**src/rtl/uart_rx_sampler.sv**
```systemverilog
// Oversampling UART receiver: 2-flop synchronizer, 3-sample majority vote per bit,
// early stop-bit decision. Optional even parity via `define UART_RX_PARITY_EN.
module uart_rx_sampler #(
    parameter int DATA_BITS  = 8,
    parameter int OVERSAMPLE = 16,
    parameter int SAMPLE_DIV = 1
) (
    input  logic                 sample_clk,
    input  logic                 rst,
    input  logic                 RsRx,
    output logic [DATA_BITS-1:0] data_out,
    output logic                 data_valid,
    output logic                 frame_err,
`ifdef UART_RX_PARITY_EN
    output logic                 parity_err,
`endif
    output logic                 busy
);

    localparam int TW  = $clog2(OVERSAMPLE);
    localparam int BW  = $clog2(DATA_BITS + 1);
    localparam int DW  = (SAMPLE_DIV > 1) ? $clog2(SAMPLE_DIV) : 1;
    localparam int MID = OVERSAMPLE / 2;

`ifdef UART_RX_PARITY_EN
    typedef enum logic [2:0] {IDLE, START, DATA, PARITY, STOP} state_t;
`else
    typedef enum logic [1:0] {IDLE, START, DATA, STOP} state_t;
`endif

    state_t               state_q, state_d;
    logic                 sync1_q, sync2_q, rxd_q;
    logic [DW-1:0]        div_q, div_d;
    logic [TW-1:0]        tick_cnt_q, tick_cnt_d;
    logic [BW-1:0]        bit_cnt_q, bit_cnt_d;
    logic [1:0]           smp_q, smp_d;
    logic [DATA_BITS-1:0] shreg_q, shreg_d;
    logic [DATA_BITS-1:0] dout_q, dout_d;
    logic                 dv_q, dv_d, fe_q, fe_d;
`ifdef UART_RX_PARITY_EN
    logic                 par_bad_q, par_bad_d, pe_q, pe_d;
`endif

    logic rx_s, tick, vote, at_s0, at_s1, at_vote, at_end;

    assign rx_s    = sync2_q;
    assign tick    = (div_q == DW'(SAMPLE_DIV - 1));
    assign at_s0   = tick && (tick_cnt_q == TW'(MID - 1));
    assign at_s1   = tick && (tick_cnt_q == TW'(MID));
    assign at_vote = tick && (tick_cnt_q == TW'(MID + 1));
    assign at_end  = tick && (tick_cnt_q == TW'(OVERSAMPLE - 1));
    // Third sample is the live line at the vote tick, so no third storage flop.
    assign vote    = (smp_q[0] & smp_q[1]) | (smp_q[0] & rx_s) | (smp_q[1] & rx_s);

    always_comb begin
        state_d    = state_q;
        div_d      = tick ? '0 : div_q + 1'b1;
        tick_cnt_d = tick_cnt_q;
        bit_cnt_d  = bit_cnt_q;
        smp_d      = smp_q;
        shreg_d    = shreg_q;
        dout_d     = dout_q;
        dv_d       = 1'b0;
        fe_d       = 1'b0;
`ifdef UART_RX_PARITY_EN
        par_bad_d  = par_bad_q;
        pe_d       = 1'b0;
`endif
        if (state_q != IDLE && tick) begin
            tick_cnt_d = at_end ? '0 : tick_cnt_q + 1'b1;
            if (at_s0) smp_d[0] = rx_s;
            if (at_s1) smp_d[1] = rx_s;
        end
        case (state_q)
            IDLE: begin
                // Edge-qualified start: a held-low break cannot retrigger.
                if (rxd_q && !rx_s) begin
                    state_d    = START;
                    div_d      = '0;
                    tick_cnt_d = '0;
                    bit_cnt_d  = '0;
`ifdef UART_RX_PARITY_EN
                    par_bad_d  = 1'b0;
`endif
                end
            end
            START: begin
                if (at_vote && vote) state_d = IDLE;
                else if (at_end)     state_d = DATA;
            end
            DATA: begin
                if (at_vote) begin
                    shreg_d   = {vote, shreg_q[DATA_BITS-1:1]};
                    bit_cnt_d = bit_cnt_q + 1'b1;
                end
                if (at_end && bit_cnt_q == BW'(DATA_BITS)) begin
`ifdef UART_RX_PARITY_EN
                    state_d = PARITY;
`else
                    state_d = STOP;
`endif
                end
            end
`ifdef UART_RX_PARITY_EN
            PARITY: begin
                if (at_vote) par_bad_d = (^shreg_q) ^ vote;
                if (at_end)  state_d   = STOP;
            end
`endif
            STOP: begin
                // Decide mid-bit and leave, so a start edge right after the stop is seen.
                if (at_vote) begin
                    state_d = IDLE;
                    fe_d    = !vote;
`ifdef UART_RX_PARITY_EN
                    dv_d    = vote && !par_bad_q;
                    pe_d    = par_bad_q;
`else
                    dv_d    = vote;
`endif
                    if (dv_d) dout_d = shreg_q;
                end
            end
            default: state_d = IDLE;
        endcase
    end

    always_ff @(posedge sample_clk or negedge rst) begin
        if (!rst) begin
            state_q    <= IDLE;
            sync1_q    <= 1'b1;
            sync2_q    <= 1'b1;
            rxd_q      <= 1'b1;
            div_q      <= '0;
            tick_cnt_q <= '0;
            bit_cnt_q  <= '0;
            smp_q      <= '0;
            shreg_q    <= '0;
            dout_q     <= '0;
            dv_q       <= 1'b0;
            fe_q       <= 1'b0;
`ifdef UART_RX_PARITY_EN
            par_bad_q  <= 1'b0;
            pe_q       <= 1'b0;
`endif
        end else begin
            state_q    <= state_d;
            sync1_q    <= RsRx;
            sync2_q    <= sync1_q;
            rxd_q      <= sync2_q;
            div_q      <= div_d;
            tick_cnt_q <= tick_cnt_d;
            bit_cnt_q  <= bit_cnt_d;
            smp_q      <= smp_d;
            shreg_q    <= shreg_d;
            dout_q     <= dout_d;
            dv_q       <= dv_d;
            fe_q       <= fe_d;
`ifdef UART_RX_PARITY_EN
            par_bad_q  <= par_bad_d;
            pe_q       <= pe_d;
`endif
        end
    end

    assign data_out   = dout_q;
    assign data_valid = dv_q;
    assign frame_err  = fe_q;
`ifdef UART_RX_PARITY_EN
    assign parity_err = pe_q;
`endif
    assign busy       = (state_q != IDLE);

endmodule

```
**config.mk**
```make
export PLATFORM = sky130hd
export DESIGN_NAME = uart_rx_sampler
export DESIGN_NICKNAME = d
export VERILOG_FILES = /design/src/rtl/uart_rx_sampler.sv
export SDC_FILE = /design/constraint.sdc
export NUM_CORES = 1
export LEC_CHECK = 0
export ABC_AREA = 1
export BUFFER_PORTS_ARGS = -buffer_cell sky130_fd_sc_hd__buf_2
export CORE_MARGIN = 3
export CORE_UTILIZATION = 40
export DETAILED_ROUTE_END_ITERATION = 16
export GPL_TIMING_DRIVEN = 0
export PLACE_DENSITY = 0.58
export SLEW_MARGIN = 0
export SYNTH_ARGS = -nofsm -noshare
export SYNTH_HDL_FRONTEND = slang
export SYNTH_SLANG_ARGS = --single-unit
```
**constraint.sdc**
```tcl
create_clock -name sample_clk -period 2.2 [get_ports sample_clk]
set_input_delay 0.11 -clock sample_clk [delete_from_list [all_inputs] [get_ports sample_clk]]
set_output_delay 0.11 -clock sample_clk [all_outputs]
set_load 0.05 [all_outputs]
```
---- Word level (Yosys, flattened, before mapping) ----
Cells that the tools add are included.
word-level totals
  flip-flop bits (word level) ............. 34
  bits in latches ......................... 0
  bits in writable memories ............... 0
  ROM bits ................................ 0
  bits of input ports ..................... 3
  output and inout port bits .............. 11
  logic and storage cells ................. 74
  memories kept ........................... 0
operators by class
  $add $sub $neg .......................... 3
  $mul .................................... 0
  divide/modulo/power cells ............... 0
  $lt $le $gt $ge ......................... 0
  eq/ne operators ......................... 13
  shift operators ......................... 0
  mux-type cells .......................... 20
  bitwise logic cells ..................... 6
  reduce and logical (&&, ||, !) cells .... 19
operators by type and width
  operator                                                                count
  4-bit 2-to-1 mux                                                        6
  4-bit equality test (second input constant)                             4
  2-bit 2-to-1 mux                                                        5
  4-bit by 1-bit adder with 4-bit output (second input constant)          2
  1-bit logical AND                                                       8
  2-bit != test (second input constant)                                   4
  2-bit one-hot mux with 4 select lines                                   1
  4-bit one-hot mux with 2 select lines                                   1
  1-bit 2-to-1 mux                                                        7
  2-bit AND reduction                                                     3
  3-bit AND reduction                                                     2
  2-bit equality test (second input constant)                             2
  4-bit by 3-bit equality test with 1-bit output (second input constant)  1
  4-bit AND reduction                                                     1
  2-bit nonzero test                                                      2
  1-bit bitwise AND                                                       3
  3-bit != test (second input constant)                                   1
  2-bit by 1-bit equality test with 1-bit output (second input constant)  1
  1-bit zero test                                                         2
  2-bit zero test                                                         1
  1-bit OR                                                                2
  1-bit adder (second input constant)                                     1
  1-bit inverter                                                          1

---- Depth between registers and ports, before layout ----
Gate-level depths: netlist of run 1.
  word-level depth ........................ 6
  mapped depth ............................ 9
  mapped depth without buffers ............ 9

---- Worst setup path before layout of run 1 ----
No wires, ideal clock.
  path type ............................... reg2reg
  start point ............................. register tick_cnt_q[1]
  end point ............................... register dout_q[6], in the netlist data_out[6]
  library setup time ...................... 119 ps
  data arrival time ....................... 1203 ps
  data required time ...................... 2081 ps
  slack ................................... 878 ps
  stages on the path, launching flop included .. 9
  clock period less this slack ............ 1322 ps
  cells stage by stage .................... dfrtp_1 -> inv_1 -> ha_1 -> nand3_4 -> nor2_4 -> nand2_4 -> buf_6 -> nand2_2 -> o21ai_2
on the way
  longest elaborated chain between the ends .. 3
ends and longest elaborated chain
  what                           RTL line  source
  start, declared                34        logic [TW-1:0] tick_cnt_q, tick_cnt_d;
  start signal, assigned         152       tick_cnt_q <= tick_cnt_d;
  4-bit equality test            50        assign at_vote = tick && (tick_cnt_q == TW'(MID + 1));
  1-bit logical AND              50
  3-bit AND reduction (no line)  n/a
  end signal, assigned           156       dout_q <= dout_d;
  end, declared                  38        logic [DATA_BITS-1:0] dout_q, dout_d;
No other way between the ends.
A chain may end at the register's enable or synchronous reset.

==> results of run 1 <==
## layout make-up
cell class,instances,area (um2)
plain buffers,3,27.5
clock inverters,2,10.0
multi-input cells,101,584
well taps,46,57.6
repair buffers,15,85.1
clock buffers,6,72.6
fillers,338,1750
flip-flops and latches,33,830
inverters,22,82.6
## stage by stage
step	instance area (um2)	std cells	hold slack, ns	utilization	worst slack (ns)
final	1750	228	0.357	0.501	0.662
after global routing	1750	228	0.360	0.501	0.584
after CTS	1750	228	0.359	0.501	0.654
after detailed placement	1650	218	0.213	0.471	0.768
after global placement	1650	218	0.209	0.471	0.788
after floorplan	1520	159	-0.186	-	0.878
## how the worst max path moves through the flow
stage | startpoint | end | slack (ns) | cells past startpoint
6_report | flip-flop | busy | 0.66 | 3
5_1_grt | flip-flop | busy | 0.58 | 3
4_1_cts | flip-flop | busy | 0.65 | 3
3_5_place_dp | tick_cnt_q[1]$_DFF_PN0_ | data_out[6]$_DFFE_PN0P_ | 0.77 | 8
3_3_place_gp | tick_cnt_q[1]$_DFF_PN0_ | data_out[6]$_DFFE_PN0P_ | 0.79 | 8
2_1_floorplan | tick_cnt_q[1]$_DFF_PN0_ | data_out[6]$_DFFE_PN0P_ | 0.88 | 8
## power breakdown
| part | internal (mW) | switching (mW) |
|---|---|---|
| logic | 0.164 | 0.363 |
| clock network | 0.219 | 0.213 |
| registers | 0.693 | 0.0860 |
| total | 1.08 | 0.662 |
## synth_stat cells
cell,instances,area (um2)
a211oi_1,1,7.51
a21oi_1,2,10.0
buf_2,1,5.00
buf_6,2,22.5
dfrtp_1,30,751
dfstp_2,3,78.8
ha_1,5,62.6
inv_1,21,78.8
inv_2,1,3.75
nand2_1,34,128
nand2_2,4,25.0
nand2_4,1,11.3
nand3_1,8,40.0
nand3_2,2,20.0
nand3_4,1,17.5
nand4_1,3,18.8
nor2_1,7,26.3
nor2_4,3,33.8
nor3_1,3,15.0
o21ai_0,16,80.1
o21ai_2,8,70.1
o22ai_1,3,18.8
## state kept, by name (all words and copies together) (netlist names), named ones only
name	flops
state_q	1
shreg_q	8
data_valid	1
frame_err	1
data_out	8
rx_s	1
bit_cnt_q	4
tick_cnt_q	4
rxd_q	1
sync1_q	1
smp_q	2
## cells by family after synthesis
family          synth area share
compound gates             0.122
fa+ha+maj                 0.0411
simple gates               0.220
buf+inv                   0.0722
flops                      0.544
## layer usage
layer	global-route usage	vias up	share of wire	wire [um]
li1	-	557	-	-
met1	0.172	528	0.46	1250
met2	0.224	30	0.47	1270
met3	0.0449	6	0.049	133
met4	0.0456	0	0.015	39
met5	0	-	0	0
## repair_timing
action,CTS,global route
hold buffers,2,0
endpoints found under the hold margin,31,0
resized for setup,0,0
==> impl_metrics.yaml, run 1 <==
outcome:
  status: "finished clean"
synth:
  synth_cell_type_count: 22
  synth_cells: 159
  synth_warnings: 0
  syn_avg_cell_area_um2: 9.58
  synth_area_um2: 1520
  syn-num-nets: 167
  ys_ff_latch: 33
  ys_seq_area_frac: 0.544
clocking:
  clk_pin_slew_ns: 0.07
  root_buffer: "clkbuf_8"
  cts_tree: "built"
  ctsHtreeMaxLevel: 2
  insertion_delay_ns: 0.28
  cts.sinks: 33
  cts_max_path_buffers: 2
  post_cts_buffers: 0
  numCtsBuffers: 5
critical_path:
  crit_required_ns: 2.09
  rr_worst_depth: 8
  cpLargestDelayFamily: "flip-flops"
  path_max_fanout: 10
  max_stage_delay_ns: 0.44
  critPathSlowestCell: "dfrtp_1"
  worst-setup-path-type: "reg2out"
  cp-start-kind: "flip-flop"
  reg2reg_to: "data_out[6]$_DFFE_PN0P_"
  crit_chain: "nor2_1 -> inv_2 -> buf_2"
  reg2reg_from: "tick_cnt_q[1]$_DFF_PN0_"
  cp-end-kind: "output pin"
  crit_buf_inv: 2
  r2r_slack_ns: 0.76
  cp.arrival_ns: 1.43
drt:
  routed_wl_um: 2690
  dr.pass1.iters: 4
  viasPerCell: 4.92
  drt_iter0_drc: 58
  ant_nets: 0
  wl_per_cell_um: 11.8
  dr_total_vias: 1121
  drc: 0
floorplanning:
  rows: 21
  die_h_um: 67.7
  initial_core_util: 0.436
  dieArea_um2: 4590
  dieWidth_um: 67.7
  core_region_area_um2: 3490
  io_pins: 14
cells_and_area:
  layout-drive-gt1-share: 0.253
  n_antenna_cell: 0
  fin_nets: 189
  syn_to_final_growth_pct: 14.8
  final_cell_mix: "34 x nand2_1, 30 x dfrtp_1, 21 x inv_1, 16 x o21ai_0, 14 x buf_2"
  final_common_cell: "nand2_1"
grt:
  grt.overflow.total: 0
  grt_pass1_wl_um: 4640
  grt_antenna_before_repair: 0
  grt.total_usage: 0.138
  grt_max_degree: 34
  grt_pass1_vias: 1083
place:
  routabilityCongestion: 0.818
  dpl.hpwl_um: 1900
  portBuffers: 13
sta:
  finalSetupViolations: 0
  tns_ns: 0
  finalHoldViolCount: 0
  rsz0062_at_grt: "no"
  relSlewSlack: 0.523
  finalMaxSlewViolations: 0
  worstMarginPinSlew_ns: 0.716
  fin_crit_ns: 1.54
  finalCritPeriodShare: 0.699
  max_freq_mhz: 650
  fin_skew_ns: 0.00584
flow_run:
  drv_cap: 0
worst_hold_path:
  hold_path_depth: 0
  hold-path-endpoint: "rx_s$_DFF_PN1_"
  hold_path.class: "reg2reg"
  hold_start: "sync1_q$_DFF_PN1_"
power_and_ir_drop:
  peakVddDrop_uv: 583
  p_leak_nw: 0.856
  power.density_nw_per_um2: 993
  fin_total_pwr_mw: 1.74
(Power assumes the default switching activity.)
==> run 2: changes to the inputs <==
Settings changed: PLACE_DENSITY 0.58 to 0.61.
Clock period 2.2 ns to 1.35 ns, I/O delays scaled along.
==> impl_metrics.yaml, run 2 (synthesis results as in run 1) <==
clocking:
  numCtsBuffers: 5
  cts.sinks: 33
  insertion_delay_ns: 0.28
  cts_tree: "built"
  ctsHtreeMaxLevel: 2
  root_buffer: "clkbuf_8"
  cts_max_path_buffers: 2
  clk_pin_slew_ns: 0.07
worst_hold_path:
  hold_start: "sync1_q$_DFF_PN1_"
  hold-path-endpoint: "rx_s$_DFF_PN1_"
  hold_path_depth: 0
  hold_path.class: "reg2reg"
floorplanning:
  die_h_um: 67.7
  dieWidth_um: 67.7
  core_region_area_um2: 3490
  dieArea_um2: 4590
  initial_core_util: 0.436
  io_pins: 14
  rows: 21
place:
  dpl.hpwl_um: 1860
  routabilityCongestion: 0.828
  portBuffers: 13
  dp.cells: 218
drt:
  dr.pass1.iters: 4
  routed_wl_um: 2960
  ant_nets: 0
  viasPerCell: 4.82
  drt_iter0_drc: 28
  dr_total_vias: 1186
  wl_per_cell_um: 12.0
  drc: 0
critical_path:
  reg2reg_from: "tick_cnt_q[1]$_DFF_PN0_"
  reg2reg_to: "bit_cnt_q[2]$_DFFE_PN0P_"
  critPathSlowestCell: "dfrtp_1"
  path_max_fanout: 8
  cp.arrival_ns: 1.49
  rr_worst_depth: 8
  cp-end-kind: "flip-flop"
  crit_chain: "inv_2 -> ha_4 -> nand3_4 -> nor2_4 -> buf_6 -> nand2_2 -> o22ai_1 -> a21oi_1"
  crit_required_ns: 1.52
  cp-start-kind: "flip-flop"
  r2r_slack_ns: 0.02
  worst-setup-path-type: "reg2reg"
  max_stage_delay_ns: 0.38
cells_and_area:
  final_common_cell: "dfrtp_1"
  syn_to_final_growth_pct: 37.9
  fin_nets: 207
  n_antenna_cell: 0
  layout-drive-gt1-share: 0.460
  final_cell_mix: "26 x dfrtp_1, 25 x nand2_1, 17 x buf_4, 16 x inv_1, 15 x o21ai_0"
  final_cells: 246
sta:
  finalSetupViolations: 0
  relSlewSlack: 0.519
  rsz0062_at_grt: "yes"
  fin_skew_ns: 0.00324
  finalCritPeriodShare: 0.984
  fin_crit_ns: 1.33
  max_freq_mhz: 753
  finalMaxSlewViolations: 0
  worstMarginPinSlew_ns: 0.722
  finalHoldViolCount: 0
grt:
  grt.total_usage: 0.143
  grt_antenna_before_repair: 0
  grt_pass1_vias: 1108
  grt_max_degree: 34
  grt.overflow.total: 0
  grt_pass1_wl_um: 4800
power_and_ir_drop:
  p_leak_nw: 0.980
  power.density_nw_per_um2: 1640
  peakVddDrop_uv: 1250
  fin_total_pwr_mw: 3.44
outcome:
  status: "finished clean"
flow_run:
  drv_cap: 0
## run 2: where the power goes
group	leakage, nW	total (mW)	switching [mW]	internal, mW
logic	0.486	1.16	0.705	0.456
registers	0.435	1.33	0.185	1.14
clock network	0.0585	0.951	0.350	0.601
total	0.980	3.44	1.24	2.20
## run 2: worst max-delay path by stage
| stage | startpoint | end | slack (ns) |
|---|---|---|---|
| 2_1_floorplan | tick_cnt_q[1]$_DFF_PN0_ | data_out[6]$_DFFE_PN0P_ | 0.03 |
| 3_3_place_gp | tick_cnt_q[1]$_DFF_PN0_ | data_out[6]$_DFFE_PN0P_ | -0.07 |
| 3_5_place_dp | tick_cnt_q[1]$_DFF_PN0_ | data_out[6]$_DFFE_PN0P_ | -0.11 |
| 4_1_cts | tick_cnt_q[1]$_DFF_PN0_ | flip-flop | -0.02 |
| 5_1_grt | bit_cnt_q[0]$_DFFE_PN0P_ | flip-flop | -0.08 |
| 6_report | tick_cnt_q[1]$_DFF_PN0_ | bit_cnt_q[2]$_DFFE_PN0P_ | 0.02 |
## run 2: layout make-up
type	instances	area, um2
inverters	22	82.6
well taps	46	57.6
multi-input cells	101	729
flip-flops and latches	33	835
clock buffers	7	86.3
repair buffers	33	250
clock inverters	1	30.0
plain buffers	3	31.3
fillers	289	1390
## run 2: what timing repair did
item / CTS / global route
gates resized for setup: 13 / 34
hold buffers: 2 / 0
pin swaps: 2 / 7
cloned: 1 / 0
buffers inserted: 7 / 10
setup endpoints to repair: 22 / 16
endpoints found under the hold margin: 31 / 0
## run 2: per-stage QoR
stage	instance area (um2)	setup WS, ns	TNS (ns)	utilization	hold slack [ns]
2_1_floorplan	1520	0.0282	0	-	-0.228
3_3_place_gp	1650	-0.0670	-0.301	0.471	0.164
3_5_place_dp	1650	-0.110	-1.35	0.471	0.165
4_1_cts	1910	-0.0170	-0.0234	0.545	0.364
5_1_grt	2100	-0.0787	-0.784	0.602	0.364
6_report	2100	0.0222	0	0.602	0.362
## run 2: routing by layer
| metal | track usage | share of wire |
|---|---|---|
| met1 | 0.181 | 0.44 |
| met2 | 0.214 | 0.48 |
| met3 | 0.0466 | 0.044 |
| met4 | 0.0785 | 0.031 |
| met5 | 0 | 0 |
## run 2: worst max-delay path: cells and delay by family, from the launching register on
kind / cells / cell delay [ns]
AO/OA/AOI/OAI: 2 / 0.16
adder cells (fa/ha/maj): 1 / 0.14
buffers and inverters: 2 / 0.21
flip-flops: 1 / 0.38
AND/OR/NAND/NOR: 3 / 0.32
